==> config.mk <==
export PLATFORM = sky130hd
export DESIGN_NAME = dot_product_accumulator_flat
export DESIGN_NICKNAME = d
export VERILOG_FILES = /design/src/rtl/dot_product_accumulator_if.sv /design/src/rtl/dot_product_accumulator.sv /design/src/flat_wrapper.sv
export SDC_FILE = /design/constraint.sdc
export NUM_CORES = 1
export LEC_CHECK = 0
export ABC_AREA = 1
export ABC_CLOCK_PERIOD_IN_PS = 4700
export CAP_MARGIN = 40
export CELL_PAD_IN_SITES_DETAIL_PLACEMENT = 1
export CELL_PAD_IN_SITES_GLOBAL_PLACEMENT = 1
export CORE_AREA = 10 10 78 80
export DETAILED_ROUTE_END_ITERATION = 10
export DIE_AREA = 0 0 88 90
export PLACE_DENSITY_LB_ADDON = 0.1
export SLEW_MARGIN = 20
export SYNTH_ARGS = -nofsm -noshare
export SYNTH_HDL_FRONTEND = slang
export SYNTH_SLANG_ARGS = --single-unit
==> constraint.sdc <==
create_clock -name clk -period 4.7 [get_ports clk]
set_input_delay 0.47 -clock clk [delete_from_list [all_inputs] [get_ports clk]]
set_output_delay 0.47 -clock clk [all_outputs]
set_load 0.03 [all_outputs]
==> src/rtl/dot_product_accumulator_if.sv <==
// Handshake bundle between the multiplier product stream, the accumulator and its result consumer.
interface dot_product_accumulator_if #(
  parameter int WIDTH = 4,
  parameter int ACCW  = 2*WIDTH+4
);
  logic [2*WIDTH-1:0] p;
  logic               p_valid;
  logic               p_ready;
  logic               flush;
  logic [ACCW-1:0]    sum;
  logic               sum_valid;
  logic               sum_ready;
  logic [3:0]         cnt;

  modport master (
    output p, p_valid, flush, sum_ready,
    input  p_ready, sum, sum_valid, cnt
  );

  modport slave (
    input  p, p_valid, flush, sum_ready,
    output p_ready, sum, sum_valid, cnt
  );
endinterface

==> src/rtl/dot_product_accumulator.sv <==
// Sums LEN unsigned products into one dot-product result and holds it until the consumer takes it.
// state | meaning
// ACCUM | collecting products into the partial sum
// HOLD  | completed result presented on sum, waiting for sum_ready
module dot_product_accumulator #(
  parameter int WIDTH = 4,
  parameter int LEN   = 4,
  parameter int ACCW  = 2*WIDTH+4
) (
  input  logic                       clk,
  input  logic                       rst_n,
  dot_product_accumulator_if.slave   bus
);
  localparam int PW = 2*WIDTH;
  localparam logic [3:0] LAST = 4'(LEN-1);

  typedef enum logic {ACCUM, HOLD} state_t;

  state_t          state_q, state_d;
  logic [ACCW-1:0] acc_q, acc_d;
  logic [ACCW-1:0] sum_q, sum_d;
  logic            sum_valid_q, sum_valid_d;
  logic [3:0]      cnt_q, cnt_d;
  logic [PW-1:0]   p_w;
  logic [ACCW-1:0] p_ext;
  logic            p_ready;
  logic            accept;

  assign p_w   = bus.p;
  assign p_ext = ACCW'(p_w);

  assign p_ready = (state_q == ACCUM) ? !bus.flush : bus.sum_ready;
  assign accept  = bus.p_valid && p_ready;

  always_ff @(posedge clk or negedge rst_n) begin
    if (!rst_n) begin
      state_q     <= ACCUM;
      acc_q       <= '0;
      sum_q       <= '0;
      sum_valid_q <= 1'b0;
      cnt_q       <= '0;
    end else begin
      state_q     <= state_d;
      acc_q       <= acc_d;
      sum_q       <= sum_d;
      sum_valid_q <= sum_valid_d;
      cnt_q       <= cnt_d;
    end
  end

  always_comb begin
    state_d     = state_q;
    acc_d       = acc_q;
    sum_d       = sum_q;
    sum_valid_d = sum_valid_q;
    cnt_d       = cnt_q;
    case (state_q)
      ACCUM: begin
        if (bus.flush) begin
          acc_d = '0;
          cnt_d = '0;
        end else if (accept) begin
          if (cnt_q == LAST) begin
            sum_d       = acc_q + p_ext;
            sum_valid_d = 1'b1;
            acc_d       = '0;
            cnt_d       = '0;
            state_d     = HOLD;
          end else begin
            acc_d = acc_q + p_ext;
            cnt_d = cnt_q + 4'd1;
          end
        end
      end
      HOLD: begin
        if (bus.sum_ready) begin
          // A product arriving with the consumer's take starts the next sum immediately.
          if (accept && LEN > 1) begin
            acc_d       = p_ext;
            cnt_d       = 4'd1;
            sum_valid_d = 1'b0;
            state_d     = ACCUM;
          end else if (accept) begin
            sum_d = p_ext;
          end else begin
            sum_valid_d = 1'b0;
            state_d     = ACCUM;
          end
        end
      end
      default: state_d = ACCUM;
    endcase
  end

  assign bus.p_ready   = p_ready;
  assign bus.sum       = sum_q;
  assign bus.sum_valid = sum_valid_q;
  assign bus.cnt       = cnt_q;
endmodule

==> src/flat_wrapper.sv <==
// flat-port wrapper written by rule: the top's interface ports become plain ports
module dot_product_accumulator_flat 
#(
  parameter int WIDTH = 4,
  parameter int LEN   = 4,
  parameter int ACCW  = 2*WIDTH+4
)
  (clk, rst_n, bus_p, bus_p_valid, bus_flush, bus_sum_ready, bus_p_ready, bus_sum, bus_sum_valid, bus_cnt);
  dot_product_accumulator_if #(.WIDTH(WIDTH), .ACCW(ACCW)) bus_i ();
  input  logic clk;
  input  logic rst_n;
  input wire logic [$bits(bus_i.p)-1:0] bus_p;
  input wire logic [$bits(bus_i.p_valid)-1:0] bus_p_valid;
  input wire logic [$bits(bus_i.flush)-1:0] bus_flush;
  input wire logic [$bits(bus_i.sum_ready)-1:0] bus_sum_ready;
  output wire logic [$bits(bus_i.p_ready)-1:0] bus_p_ready;
  output wire logic [$bits(bus_i.sum)-1:0] bus_sum;
  output wire logic [$bits(bus_i.sum_valid)-1:0] bus_sum_valid;
  output wire logic [$bits(bus_i.cnt)-1:0] bus_cnt;
  assign bus_i.p = bus_p;
  assign bus_i.p_valid = bus_p_valid;
  assign bus_i.flush = bus_flush;
  assign bus_i.sum_ready = bus_sum_ready;
  assign bus_p_ready = bus_i.p_ready;
  assign bus_sum = bus_i.sum;
  assign bus_sum_valid = bus_i.sum_valid;
  assign bus_cnt = bus_i.cnt;
  dot_product_accumulator #(.WIDTH(WIDTH), .LEN(LEN), .ACCW(ACCW)) u_core (.clk(clk), .rst_n(rst_n), .bus(bus_i));
endmodule
==> impl_metrics.json, run 1 <==
{
  "cap_violations": 0,
  "postRouteWirelength_um": 4809,
  "period_needed_ns": 2.401,
  "synth_fp_nets": 261,
  "drt_pass1_iterations": 4,
  "numClockSinks": 30,
  "synth_edf_count": 0,
  "swShare_pct": 34.46,
  "grt_pass1_wl_um": 8569,
  "p_leak_nw": 1.192,
  "yosysWarnings": 0,
  "port_buffers": 30,
  "gr-total-overflow": 0,
  "drt_iter0_drc": 35,
  "seq_area_frac_synth_pct": 40.84,
  "die_h_um": 90,
  "synth.avg_cell_area_um2": 7.723,
  "power.switching_w": 0.0002669,
  "p_per_area_nw_per_um2": 339.3,
  "postCtsSetupBuffers": 0,
  "setup.worst_path.start_class": "input pin",
  "worst_pin_slew_ns": 0.4411,
  "ios": 31,
  "synth_flop_cell": "dfrtp_1",
  "p_seq_share_pct": 40.1,
  "first_global_vias": 1761,
  "critPathMaxFanout": 4,
  "intPower_w": 0.0005075,
  "die_w_um": 88,
  "htreeDepth": 2,
  "area_growth_pct": 24.17,
  "cts_tree": "built",
  "required_ns": 4.23,
  "synth_cell_type_count": 30,
  "grt_use_total_pct": 13.10,
  "clock_power_share_pct": 27.9,
  "postSynthCellCount": 238,
  "die_area_um2": 7920,
  "initial_core_util_pct": 39.97,
  "drive_above_1_share_pct": 7.636,
  "final_cell_mix": "nand2_1 (94), inv_1 (31), clkdlybuf4s50_1 (30), dfrtp_1 (30), nand3_1 (20)",
  "drt-vias-per-instance": 4.988,
  "route.detailed.drc": 0,
  "slew_viol_final": 0,
  "antenna_left": 0,
  "gp_congestion": 0.8000,
  "nNetsFinal": 297,
  "setup_viol": 0,
  "ys_ff_latch": 30,
  "floorplan.rows": 25,
  "syn_area_um2": 1838,
  "post_drt_wl_per_cell_um": 14.62,
  "antenna_found_initial": 0,
  "maxSlewHeadroom_pct": 70.56,
  "crit_arrival_ns": 1.93,
  "finalCritPeriodShare_pct": 51.09,
  "finalHoldViolCount": 0,
  "clock_skew_ns": 0.004914,
  "diodes": 0,
  "cts-root-buf": "clkbuf_8",
  "hold_buffers": 0,
  "ys_async_sr_fraction_pct": 100.0,
  "final_common_cell": "nand2_1",
  "vdd_drop_max_mv": 0.2045,
  "cts_buffer_depth": 2,
  "cts_resized": 0,
  "share_comb_of_total_power_pct": 32.0,
  "clkLatencyLatePin_ns": 0.28,
  "rsz0062_at_grt": "no",
  "numCtsBuffers": 5,
  "whs_ns": 0.4761,
  "final.setup.tns_ns": 0,
  "timing.fmax_ghz": 0.4164,
  "vias": 1641,
  "grt_max_degree": 31,
  "core_area_um2": 4598,
  "critPathKind": "input pin to primary output",
  "status": "finished, final reports clean",
  "cts.clk_slew.worst_paths_ns": 0.06,
  "min_path_type": "register to register",
  "endpoint_kind": "primary output",
  "dp_hpwl_um": 3661
}
-- per-layer routing --
| layer | global-route usage [%] | vias up | share of wire, % |
|---|---|---|---|
| li1 | - | 831 | - |
| met4 | 3.590 | 0 | 0.98 |
| met5 | 0 | - | 0 |
| met2 | 20.51 | 23 | 46 |
| met3 | 3.881 | 5 | 5.7 |
| met1 | 16.86 | 782 | 48 |
-- synthesized netlist by cell type (2+ instances only) --
master    instances  area share, %
a21oi_1           5            1.4
buf_6             2            1.2
clkinv_2          3           0.82
dfrtp_1          30             41
ha_1              9            6.1
inv_1            31            6.3
nand2_1          94             19
nand3_1          20            5.4
nand3_2           2            1.1
nand3b_1          5            2.0
nand4_1           2           0.68
nor2_1            7            1.4
o211ai_1          3            1.2
o21ai_0           4            1.1
o22ai_1           2           0.68
xnor2_1           4            1.9
xor2_1            2           0.95
-- flip-flops by register name (all words and copies together) (netlist names) --
signal	count
u_core.bus.sum	12
u_core.acc_q	12
u_core.bus.sum_valid	1
u_core.bus.cnt	4
u_core.state_q	1
-- area by class of cell --
cell class / instances / area (um^2)
flip-flops and latches: 30 / 750.7
clock inverters: 1 / 5.005
well taps: 54 / 67.56
multi-input cells: 171 / 929.6
clock buffers: 7 / 86.33
fillers: 590 / 2316
repair buffers: 31 / 307.8
inverters: 35 / 135.1
-- worst paths after layout --
check,from,endpoint,slack [ns],cells after the start
hold / removal,u_core.bus.sum[6]$_DFFE_PN0P_,u_core.bus.sum[6]$_DFFE_PN0P_,0.48,2
max in group asynchronous,rst_n,u_core.bus.sum[11]$_DFFE_PN0P_,3.82,2
setup / recovery,bus_sum_ready,bus_p_ready,2.30,6
min in group asynchronous,rst_n,u_core.bus.sum_valid$_DFFE_PN0P_,0.58,2
setup reg to reg,u_core.acc_q[0]$_DFFE_PN0P_,u_core.bus.sum[10]$_DFFE_PN0P_,2.79,10
hold reg to reg,u_core.bus.sum[6]$_DFFE_PN0P_,u_core.bus.sum[6]$_DFFE_PN0P_,0.48,2
-- logic make-up after synthesis --
| logic type | share of synthesized area (%) |
|---|---|
| flip-flops | 40.84 |
| AND/OR/NAND/NOR | 33.77 |
| AO/OA/AOI/OAI | 6.739 |
| adder cells (fa/ha/maj) | 7.216 |
| XOR/XNOR | 2.859 |
| buffers and inverters | 8.577 |
-- critical path, stage by stage --
cell,delay (ns)
clkdlybuf4s50_1,0.45
inv_1,0.07
nand2_1,0.13
nand2_1,0.09
inv_1,0.06
clkdlybuf4s50_1,0.66
-- power groups by stage --
stage	clock [W]	combinational (W)	sequential, W
after CTS	0.000222	0.000253	0.000311
after detailed placement	0	0.000250	0.000315
after global routing	0.000232	0.000278	0.000315
final	0.000216	0.000248	0.000310
after global placement	0	0.000246	0.000314
after floorplan	0	0.000115	0.000355
-- through the flow --
| step | total power [W] | cell area (um^2) | util, % | worst slack (ns) | instances |
|---|---|---|---|---|---|
| CTS | 0.0007848 | 2282 | 49.63 | 2.278 | 329 |
| global route | 0.0008249 | 2282 | 49.63 | 2.194 | 329 |
| floorplan | 0.0004698 | 1838 | - | 2.894 | 238 |
| global placement | 0.0005599 | 2191 | 47.65 | 2.250 | 321 |
| detailed placement | 0.0005653 | 2191 | 47.65 | 2.148 | 321 |
| finish | 0.0007744 | 2282 | 49.63 | 2.299 | 329 |
Note: power is estimated with default switching activity, not from simulation.
==> inputs of run 2 (changes only) <==
--- a/config.mk
+++ b/config.mk
@@ -6,13 +6,13 @@
 export NUM_CORES = 1
 export LEC_CHECK = 0
 export ABC_AREA = 1
-export ABC_CLOCK_PERIOD_IN_PS = 4700
+export ABC_CLOCK_PERIOD_IN_PS = 2100
 export CAP_MARGIN = 40
 export CELL_PAD_IN_SITES_DETAIL_PLACEMENT = 1
 export CELL_PAD_IN_SITES_GLOBAL_PLACEMENT = 1
-export CORE_AREA = 10 10 78 80
+export CORE_AREA = 10 10 84 86
 export DETAILED_ROUTE_END_ITERATION = 10
-export DIE_AREA = 0 0 88 90
+export DIE_AREA = 0 0 94 96
 export PLACE_DENSITY_LB_ADDON = 0.1
 export SLEW_MARGIN = 20
 export SYNTH_ARGS = -nofsm -noshare
==> constraint.sdc (replaced) <==
create_clock -name clk -period 2.1 [get_ports clk]
set_input_delay 0.21 -clock clk [delete_from_list [all_inputs] [get_ports clk]]
set_output_delay 0.21 -clock clk [all_outputs]
set_load 0.03 [all_outputs]
==> impl_metrics.json, run 2 (synthesis results as in run 1) <==
{
  "final_common_cell": "nand2_1",
  "crit_start": "u_core.state_q$_DFF_PN0_",
  "slowest_stage": "clkdlybuf4s50_1",
  "cts.clk_slew.worst_paths_ns": 0.07,
  "cts_tree": "built",
  "grt_max_degree": 31,
  "p_per_area_nw_per_um2": 746.4,
  "drive_above_1_share_pct": 9.286,
  "crit_chain": "inv_1 -> nand2_1 -> nand2_1 -> inv_1 -> clkdlybuf4s50_1",
  "finish.utilization_pct": 43.33,
  "cts_resized": 0,
  "cts-root-buf": "clkbuf_8",
  "critPathKind": "register to primary output",
  "numClockSinks": 30,
  "drt_pass1_iterations": 4,
  "power.total_w": 0.001748,
  "area_growth_pct": 27.43,
  "p_leak_nw": 1.216,
  "period_needed_ns": 1.935,
  "cp-endpoint": "bus_p_ready",
  "core_area_um2": 5405,
  "vias": 1641,
  "regToRegSetupSlack_ns": 0.29,
  "required_ns": 1.89,
  "cap_violations": 0,
  "die_h_um": 96,
  "gp_congestion": 0.7644,
  "grt_use_total_pct": 12.24,
  "drt-vias-per-instance": 4.662,
  "post_drt_wl_per_cell_um": 13.91,
  "max_stage_delay_ns": 0.66,
  "setup.worst_path.start_class": "register",
  "first_global_vias": 1822,
  "timing.fmax_ghz": 0.5169,
  "nNetsFinal": 302,
  "antenna_found_initial": 0,
  "port_buffers": 30,
  "drt_iter0_drc": 40,
  "worst_pin_slew_ns": 0.4613,
  "slew_viol_final": 0,
  "min_path_type": "input pin to async pin",
  "reg2reg_depth": 10,
  "route.detailed.drc": 0,
  "rsz0062_at_grt": "no",
  "die_w_um": 94,
  "grt_pass1_wl_um": 8769,
  "pre_cts_ws_ns": -0.06442,
  "r2r_start": "u_core.acc_q[0]$_DFFE_PN0P_",
  "gr-total-overflow": 0,
  "finalCritPeriodShare_pct": 92.12,
  "numCtsBuffers": 5,
  "hold_buffers": 0,
  "critPathMaxFanout": 4,
  "maxSlewHeadroom_pct": 69.21,
  "floorplan.rows": 27,
  "clkLatencyLatePin_ns": 0.28,
  "vdd_drop_max_mv": 0.3441,
  "crit_arrival_ns": 1.72,
  "final.setup.tns_ns": 0,
  "ios": 31,
  "die_area_um2": 9024,
  "antenna_left": 0,
  "clock_skew_ns": 0.004344,
  "diodes": 0,
  "whs_ns": 0.3181,
  "postCtsSetupBuffers": 0,
  "endpoint_kind": "primary output",
  "cts_buffer_depth": 2,
  "setup_ws_ns": 0.1654,
  "dp_hpwl_um": 3782,
  "initial_core_util_pct": 34.00,
  "r2r_end": "u_core.bus.sum[10]$_DFFE_PN0P_",
  "final_cell_mix": "nand2_1 (94), inv_1 (31), clkdlybuf4s50_1 (30), dfrtp_1 (30), nand3_1 (20)",
  "postRouteWirelength_um": 4898,
  "status": "finished, final reports clean",
  "setup_viol": 0,
  "htreeDepth": 2,
  "finalHoldViolCount": 0
}
[run 2: cell count changes in the layout (fill, tap and decap cells not counted), sizes merged]
cell | before | now
buf | 1 | 6
[run 2: layout make-up]
cell class,instances,area (um^2)
clock buffers,7,86.33
clock inverters,1,5.005
fillers,678,3063
inverters,35,135.1
multi-input cells,171,929.6
flip-flops and latches,30,750.7
well taps,72,90.09
repair buffers,36,345.3
[run 2: power by group]
group | internal (W) | total, W | switching [W]
Combinational | 0.000231 | 0.000565 | 0.000335
Sequential | 0.000649 | 0.000696 | 0.0000464
Clock | 0.000264 | 0.000487 | 0.000223
Total | 0.00114 | 0.00175 | 0.000604
[run 2: how the worst min path moves through the flow]
stage          slack, ns                              to
5_1_grt             0.35   u_core.bus.sum[0]$_DFFE_PN0P_
3_5_place_dp        0.47  u_core.bus.sum[11]$_DFFE_PN0P_
2_1_floorplan      -0.09     u_core.acc_q[0]$_DFFE_PN0P_
6_report            0.32   u_core.bus.sum[0]$_DFFE_PN0P_
3_3_place_gp        0.47   u_core.bus.sum[0]$_DFFE_PN0P_
4_1_cts             0.34   u_core.bus.sum[3]$_DFFE_PN0P_
[run 2: per-layer routing]
metal | global-route usage (%) | up-vias | wire, um
li1 | - | 837 | -
met1 | 15.91 | 774 | 2546
met2 | 18.66 | 26 | 2053
met3 | 4.047 | 4 | 246
met4 | 4.177 | 0 | 51
met5 | 0 | - | 0
[run 2: worst max-delay path, delay by kind of cell, from the launching register on]
kind | cells | cell delay (ns)
flops | 1 | 0.40
simple gates | 2 | 0.22
buf+inv | 3 | 0.83
[run 2: metrics by stage]
stage               instances  instance area (um^2)
detailed placement        344                  2251
global route              352                  2342
global placement          344                  2251
finish                    352                  2342
floorplan                 238                  1838
CTS                       352                  2342
